$ cat config.mk
export PLATFORM = sky130hd
export DESIGN_NAME = arbiter_grant_ctrl_flat
export DESIGN_NICKNAME = d
export VERILOG_FILES = /design/src/rtl/arbiter_grant_ctrl_if.sv /design/src/rtl/arbiter_grant_ctrl.sv /design/src/flat_wrapper.sv
export SDC_FILE = /design/constraint.sdc
export NUM_CORES = 1
export LEC_CHECK = 0
export BUFFER_PORTS_ARGS = -buffer_cell sky130_fd_sc_hd__buf_2
export CAP_MARGIN = 20
export CORE_MARGIN = 2
export CORE_UTILIZATION = 53
export DETAILED_ROUTE_END_ITERATION = 7
export PLACE_DENSITY = 0.85
export SLEW_MARGIN = 25
export SYNTH_ARGS = -nofsm -noshare
export SYNTH_HDL_FRONTEND = slang
export SYNTH_SLANG_ARGS = --single-unit
$ cat constraint.sdc
create_clock -name clk -period 3.43 [get_ports clk]
set_clock_uncertainty 0.05 [all_clocks]
set_input_delay 0.1715 -clock clk [delete_from_list [all_inputs] [get_ports clk]]
set_output_delay 0.1715 -clock clk [all_outputs]
set_load 0.01 [all_outputs]
$ cat src/rtl/arbiter_grant_ctrl_if.sv
// Bundle between the requester-side grant controller and its clients/arbiter.
// The slave modport is the controller's view; master is the environment's view.
interface arbiter_grant_ctrl_if;
  logic [3:0] req_pulse;
  logic [3:0] done;
  logic [2:0] gnt_id;
  logic [3:0] req;
  logic [3:0] gnt;
  logic [2:0] owner_id;
  logic       busy;
  logic       timeout;
  logic       illegal_id;

  modport slave (
    input  req_pulse, done, gnt_id,
    output req, gnt, owner_id, busy, timeout, illegal_id
  );

  modport master (
    output req_pulse, done, gnt_id,
    input  req, gnt, owner_id, busy, timeout, illegal_id
  );
endinterface

$ cat src/rtl/arbiter_grant_ctrl.sv
// Requester-side grant controller: sticky requests toward a fixed-priority
// arbiter, registered one-hot grant, release on owner done or hold timeout.
//
// state   | meaning
// IDLE    | no owner; sample arbiter gnt_id each cycle
// GRANT   | owner holds gnt; hold counter runs
// RELEASE | one-cycle gap; owner's pending bit already cleared
module arbiter_grant_ctrl #(
  parameter int MAX_HOLD = 16
) (
  input logic clk,
  input logic rst,
  arbiter_grant_ctrl_if.slave bus
);
  localparam int CNT_W = $clog2(MAX_HOLD + 1);

  typedef enum logic [1:0] {IDLE, GRANT, RELEASE} state_t;

  state_t     state_q, state_d;
  logic [3:0] pending_q, pending_d;
  logic [3:0] clr_mask;
  logic [3:0] gnt_q, gnt_d;
  logic [2:0] owner_q, owner_d;
  logic [CNT_W-1:0] cnt_q, cnt_d;
  logic       timeout_q, timeout_d;
  logic       illegal_q, illegal_d;

  always_ff @(posedge clk or posedge rst) begin
    if (rst) begin
      state_q   <= IDLE;
      pending_q <= '0;
      gnt_q     <= '0;
      owner_q   <= 3'd4;
      cnt_q     <= '0;
      timeout_q <= 1'b0;
      illegal_q <= 1'b0;
    end else begin
      state_q   <= state_d;
      pending_q <= pending_d;
      gnt_q     <= gnt_d;
      owner_q   <= owner_d;
      cnt_q     <= cnt_d;
      timeout_q <= timeout_d;
      illegal_q <= illegal_d;
    end
  end

  always_comb begin
    state_d   = state_q;
    gnt_d     = gnt_q;
    owner_d   = owner_q;
    cnt_d     = cnt_q;
    timeout_d = 1'b0;
    illegal_d = 1'b0;
    clr_mask  = '0;
    case (state_q)
      IDLE: begin
        if (bus.gnt_id <= 3'd3) begin
          // An arbiter naming a non-pending client is ignored silently.
          if (pending_q[bus.gnt_id[1:0]]) begin
            state_d = GRANT;
            gnt_d   = 4'(4'b0001 << bus.gnt_id[1:0]);
            owner_d = bus.gnt_id;
            cnt_d   = '0;
          end
        end else if (bus.gnt_id != 3'd4) begin
          illegal_d = 1'b1;
        end
      end
      GRANT: begin
        cnt_d = cnt_q + 1'b1;
        if (bus.done[owner_q[1:0]] || (cnt_q == CNT_W'(MAX_HOLD - 1))) begin
          state_d   = RELEASE;
          gnt_d     = '0;
          owner_d   = 3'd4;
          cnt_d     = '0;
          clr_mask  = gnt_q;
          timeout_d = ~bus.done[owner_q[1:0]];
        end
      end
      RELEASE: begin
        state_d = IDLE;
      end
      default: begin
        state_d = IDLE;
        gnt_d   = '0;
        owner_d = 3'd4;
        cnt_d   = '0;
      end
    endcase
  end

  // A same-edge re-request survives the release clear.
  assign pending_d = (pending_q & ~clr_mask) | bus.req_pulse;

  assign bus.req        = pending_q;
  assign bus.gnt        = gnt_q;
  assign bus.owner_id   = owner_q;
  assign bus.busy       = (state_q != IDLE);
  assign bus.timeout    = timeout_q;
  assign bus.illegal_id = illegal_q;
endmodule

$ cat src/flat_wrapper.sv
// flat-port wrapper written by rule: the top's interface ports become plain ports
module arbiter_grant_ctrl_flat 
#(
  parameter int MAX_HOLD = 16
)
  (clk, rst, bus_req_pulse, bus_done, bus_gnt_id, bus_req, bus_gnt, bus_owner_id, bus_busy, bus_timeout, bus_illegal_id);
  arbiter_grant_ctrl_if bus_i ();
  input logic clk;
  input logic rst;
  input wire logic [$bits(bus_i.req_pulse)-1:0] bus_req_pulse;
  input wire logic [$bits(bus_i.done)-1:0] bus_done;
  input wire logic [$bits(bus_i.gnt_id)-1:0] bus_gnt_id;
  output wire logic [$bits(bus_i.req)-1:0] bus_req;
  output wire logic [$bits(bus_i.gnt)-1:0] bus_gnt;
  output wire logic [$bits(bus_i.owner_id)-1:0] bus_owner_id;
  output wire logic [$bits(bus_i.busy)-1:0] bus_busy;
  output wire logic [$bits(bus_i.timeout)-1:0] bus_timeout;
  output wire logic [$bits(bus_i.illegal_id)-1:0] bus_illegal_id;
  assign bus_i.req_pulse = bus_req_pulse;
  assign bus_i.done = bus_done;
  assign bus_i.gnt_id = bus_gnt_id;
  assign bus_req = bus_i.req;
  assign bus_gnt = bus_i.gnt;
  assign bus_owner_id = bus_i.owner_id;
  assign bus_busy = bus_i.busy;
  assign bus_timeout = bus_i.timeout;
  assign bus_illegal_id = bus_i.illegal_id;
  arbiter_grant_ctrl #(.MAX_HOLD(MAX_HOLD)) u_core (.clk(clk), .rst(rst), .bus(bus_i));
endmodule
==> results.yml <==
run_status:
  status: "completed"
worst_hold_path:
  hold_class: "in -> reg"
global_routing:
  grt-ovfl-total: 0
  grt_pass1_wl_mm: 3.17
  antenna_found_initial: 0
  grt_max_degree: 21
  grt_pass1_vias: 737
  grt_use_total_pct: 21.9
placement:
  place.gp.congestion: 0.775
  numPortBuffers: 26
  hpwl_mm: 1.41
final_layout:
  multi_input_area_um2: 365
  diodes: 0
  n_fill_cell: 134
  syn_to_final_growth_pct: 21.9
  ff_latch_area_um2: 502
  drive_above_1_share_pct: 33.3
  nets: 127
routing:
  dr.pass1.iters: 4
  wire_per_inst_um: 14.7
  drc: 0
  vias: 733
  ant_nets: 0
  wirelength_mm: 1.89
  drt_iter0_markers: 9
  via_per_inst: 5.73
synthesis:
  synth_edf_count: 0
  yosysUniqueCellTypes: 28
  syn-cell-area_um2: 915
  yosysTopAreaCell: "dfrtp_1"
  yosysSeqAreaShare_pct: 54.9
  synthArstFlopShare_pct: 100
  synth_nets: 98
  synth.most_common_cell: "dfrtp_1"
  synth.area.top_cells: "dfrtp_1, nor2_1, inv_1"
  synth_common_cells: "dfrtp_1, nor2_1, inv_1, nor3_1"
  syn_avg_cell_area_um2: 11.0
  synth_top_flop_cell: "dfrtp_1"
  yosysWarnings: 0
  synthCells: 83
  netlist.area_leader.share_pct: 52.0
  ys_ff_latch: 20
worst_setup_path:
  r2r_slack_ns: 1.43
  cp.arrival_ns: 2.20
  path_max_fanout: 7
  required_ns: 3.62
  cp-start-kind: "flip-flop"
  critical_path_class: "reg -> reg"
  cp-end-kind: "flip-flop"
timing:
  rsz0062_at_grt: "false"
  setup_viol: 0
  fmax_mhz: 499
  final.min_clock_period_ns: 2.00
  fin_crit_sh_pct: 58.5
  slew_viol_final: 0
  fin_setup_tns_ns: 0
  relSlewSlack_pct: 51.0
  worst_slew_pin_slew_ns: 0.735
  hold_viol: 0
clock_network:
  clock_sinks: 20
  path_clk_slew_ns: 0.12
  clkLatencyLatePin_ns: 0.31
  cts_tree: "done"
  cts_max_level: 1
  post_cts_buffers: 0
  clockBufferDepth: 2
  cts-root-buf: "clkbuf_4"
  post_cts_resize_count: 0
  numCtsBuffers: 3
floorplanning:
  fp.dieH_um: 45.5
  rows: 15
  ios: 27
  die_area_um2: 2070
  core_um2: 1670
  start_util_pct: 54.8
  die_w_um: 45.5
power_and_ir_drop:
  finalPower_mw: 0.811
  p_per_area_nw_per_um2: 727
  peakVddDrop_v: 0.000540
  p_leak_nw: 0.583
job:
  drv_cap: 0
## through the flow
step           std cells  instance area (um^2)  worst slack, ns  hold WS [ns]  util [%]
2_1_floorplan         83                   915             1.57        0.0846         -
3_3_place_gp         123                  1050             1.52         0.276      63.0
3_5_place_dp         123                  1050             1.45         0.282      63.0
4_1_cts              128                  1110             1.41        0.0575      66.7
5_1_grt              128                  1110             1.33        0.0654      66.7
6_report             128                  1110             1.43        0.0611      66.7
## worst paths after layout
| kind | start | endpoint | cells past startpoint |
|---|---|---|---|
| worst max-delay path | u_core.cnt_q[0] | u_core.bus.gnt[3] | 6 |
| worst min-delay path | bus_req_pulse[0] | u_core.bus.req[0] | 3 |
| worst max register to register | u_core.cnt_q[0] | u_core.bus.gnt[3] | 6 |
| worst min register to register | u_core.bus.owner_id[2] | u_core.bus.owner_id[2] | 2 |
| max in group asynchronous | rst | u_core.bus.req[1] | 3 |
| min in group asynchronous | rst | u_core.cnt_q[0] | 3 |
## placed cells by master (no fill, tap or decap), types with 2 or more instances in the layout
cell      instances
nor3_1            5
inv_1             9
nor3b_1           4
a22o_1            3
a31oi_1           4
a21o_1            2
dfrtp_1          19
and3_1            2
clkbuf_4          3
ha_1              2
buf_2            26
nand2b_1          2
a211o_1           2
mux2_2            2
a32o_1            2
nor2_1           10
## registers in the layout, indices dropped and copies added (netlist names)
register	flops
u_core.bus.gnt	4
u_core.bus.req	4
u_core.bus.owner_id	3
u_core.state_q	2
u_core.bus.timeout	1
u_core.cnt_q	5
u_core.bus.illegal_id	1
## critical path, stage by stage (launching register included)
cell	delay (ns)
dfrtp_1	0.43
ha_1	0.23
and3_1	0.19
ha_1	0.21
or3_1	0.48
o21ai_2	0.17
a32o_1	0.18
## kinds of logic after synthesis
kind of cell	after synthesis	share of synthesized area (%)
AND/OR/NAND/NOR	26	14.8
flip-flops	20	54.9
AO/OA/AOI/OAI	19	16.4
buffers and inverters	12	5.20
multiplexers	4	6.02
adder cells (fa/ha/maj)	2	2.74
## layout make-up
class	instances	area share, %
Multi-Input combinational cell	51	32.8
Clock inverter	1	2.69
Sequential cell	20	45.0
Inverter	9	3.03
Clock buffer	3	2.02
Tap cell	17	1.91
Timing Repair Buffer	27	12.6
## repair_timing
item                       4_1_cts  5_1_grt
hold buffers                     1        0
setup endpoints to repair        0        0
hold endpoints to repair        19        0
## per-layer routing
layer	share of wire [%]	vias to the layer above	global-route usage [%]
met5	0	-	0
met4	1.3	0	7.06
met3	4.6	3	3.57
met2	50	24	37.5
met1	44	354	28.3
li1	-	352	-
## power by group
part / total, mW / switching, mW / internal, mW / leakage, nW
combinational: 0.274 / 0.157 / 0.117 / 0.307
sequential: 0.344 / 0.0471 / 0.297 / 0.248
clock: 0.193 / 0.0746 / 0.118 / 0.0279
Power figures use the tool's default switching activity.
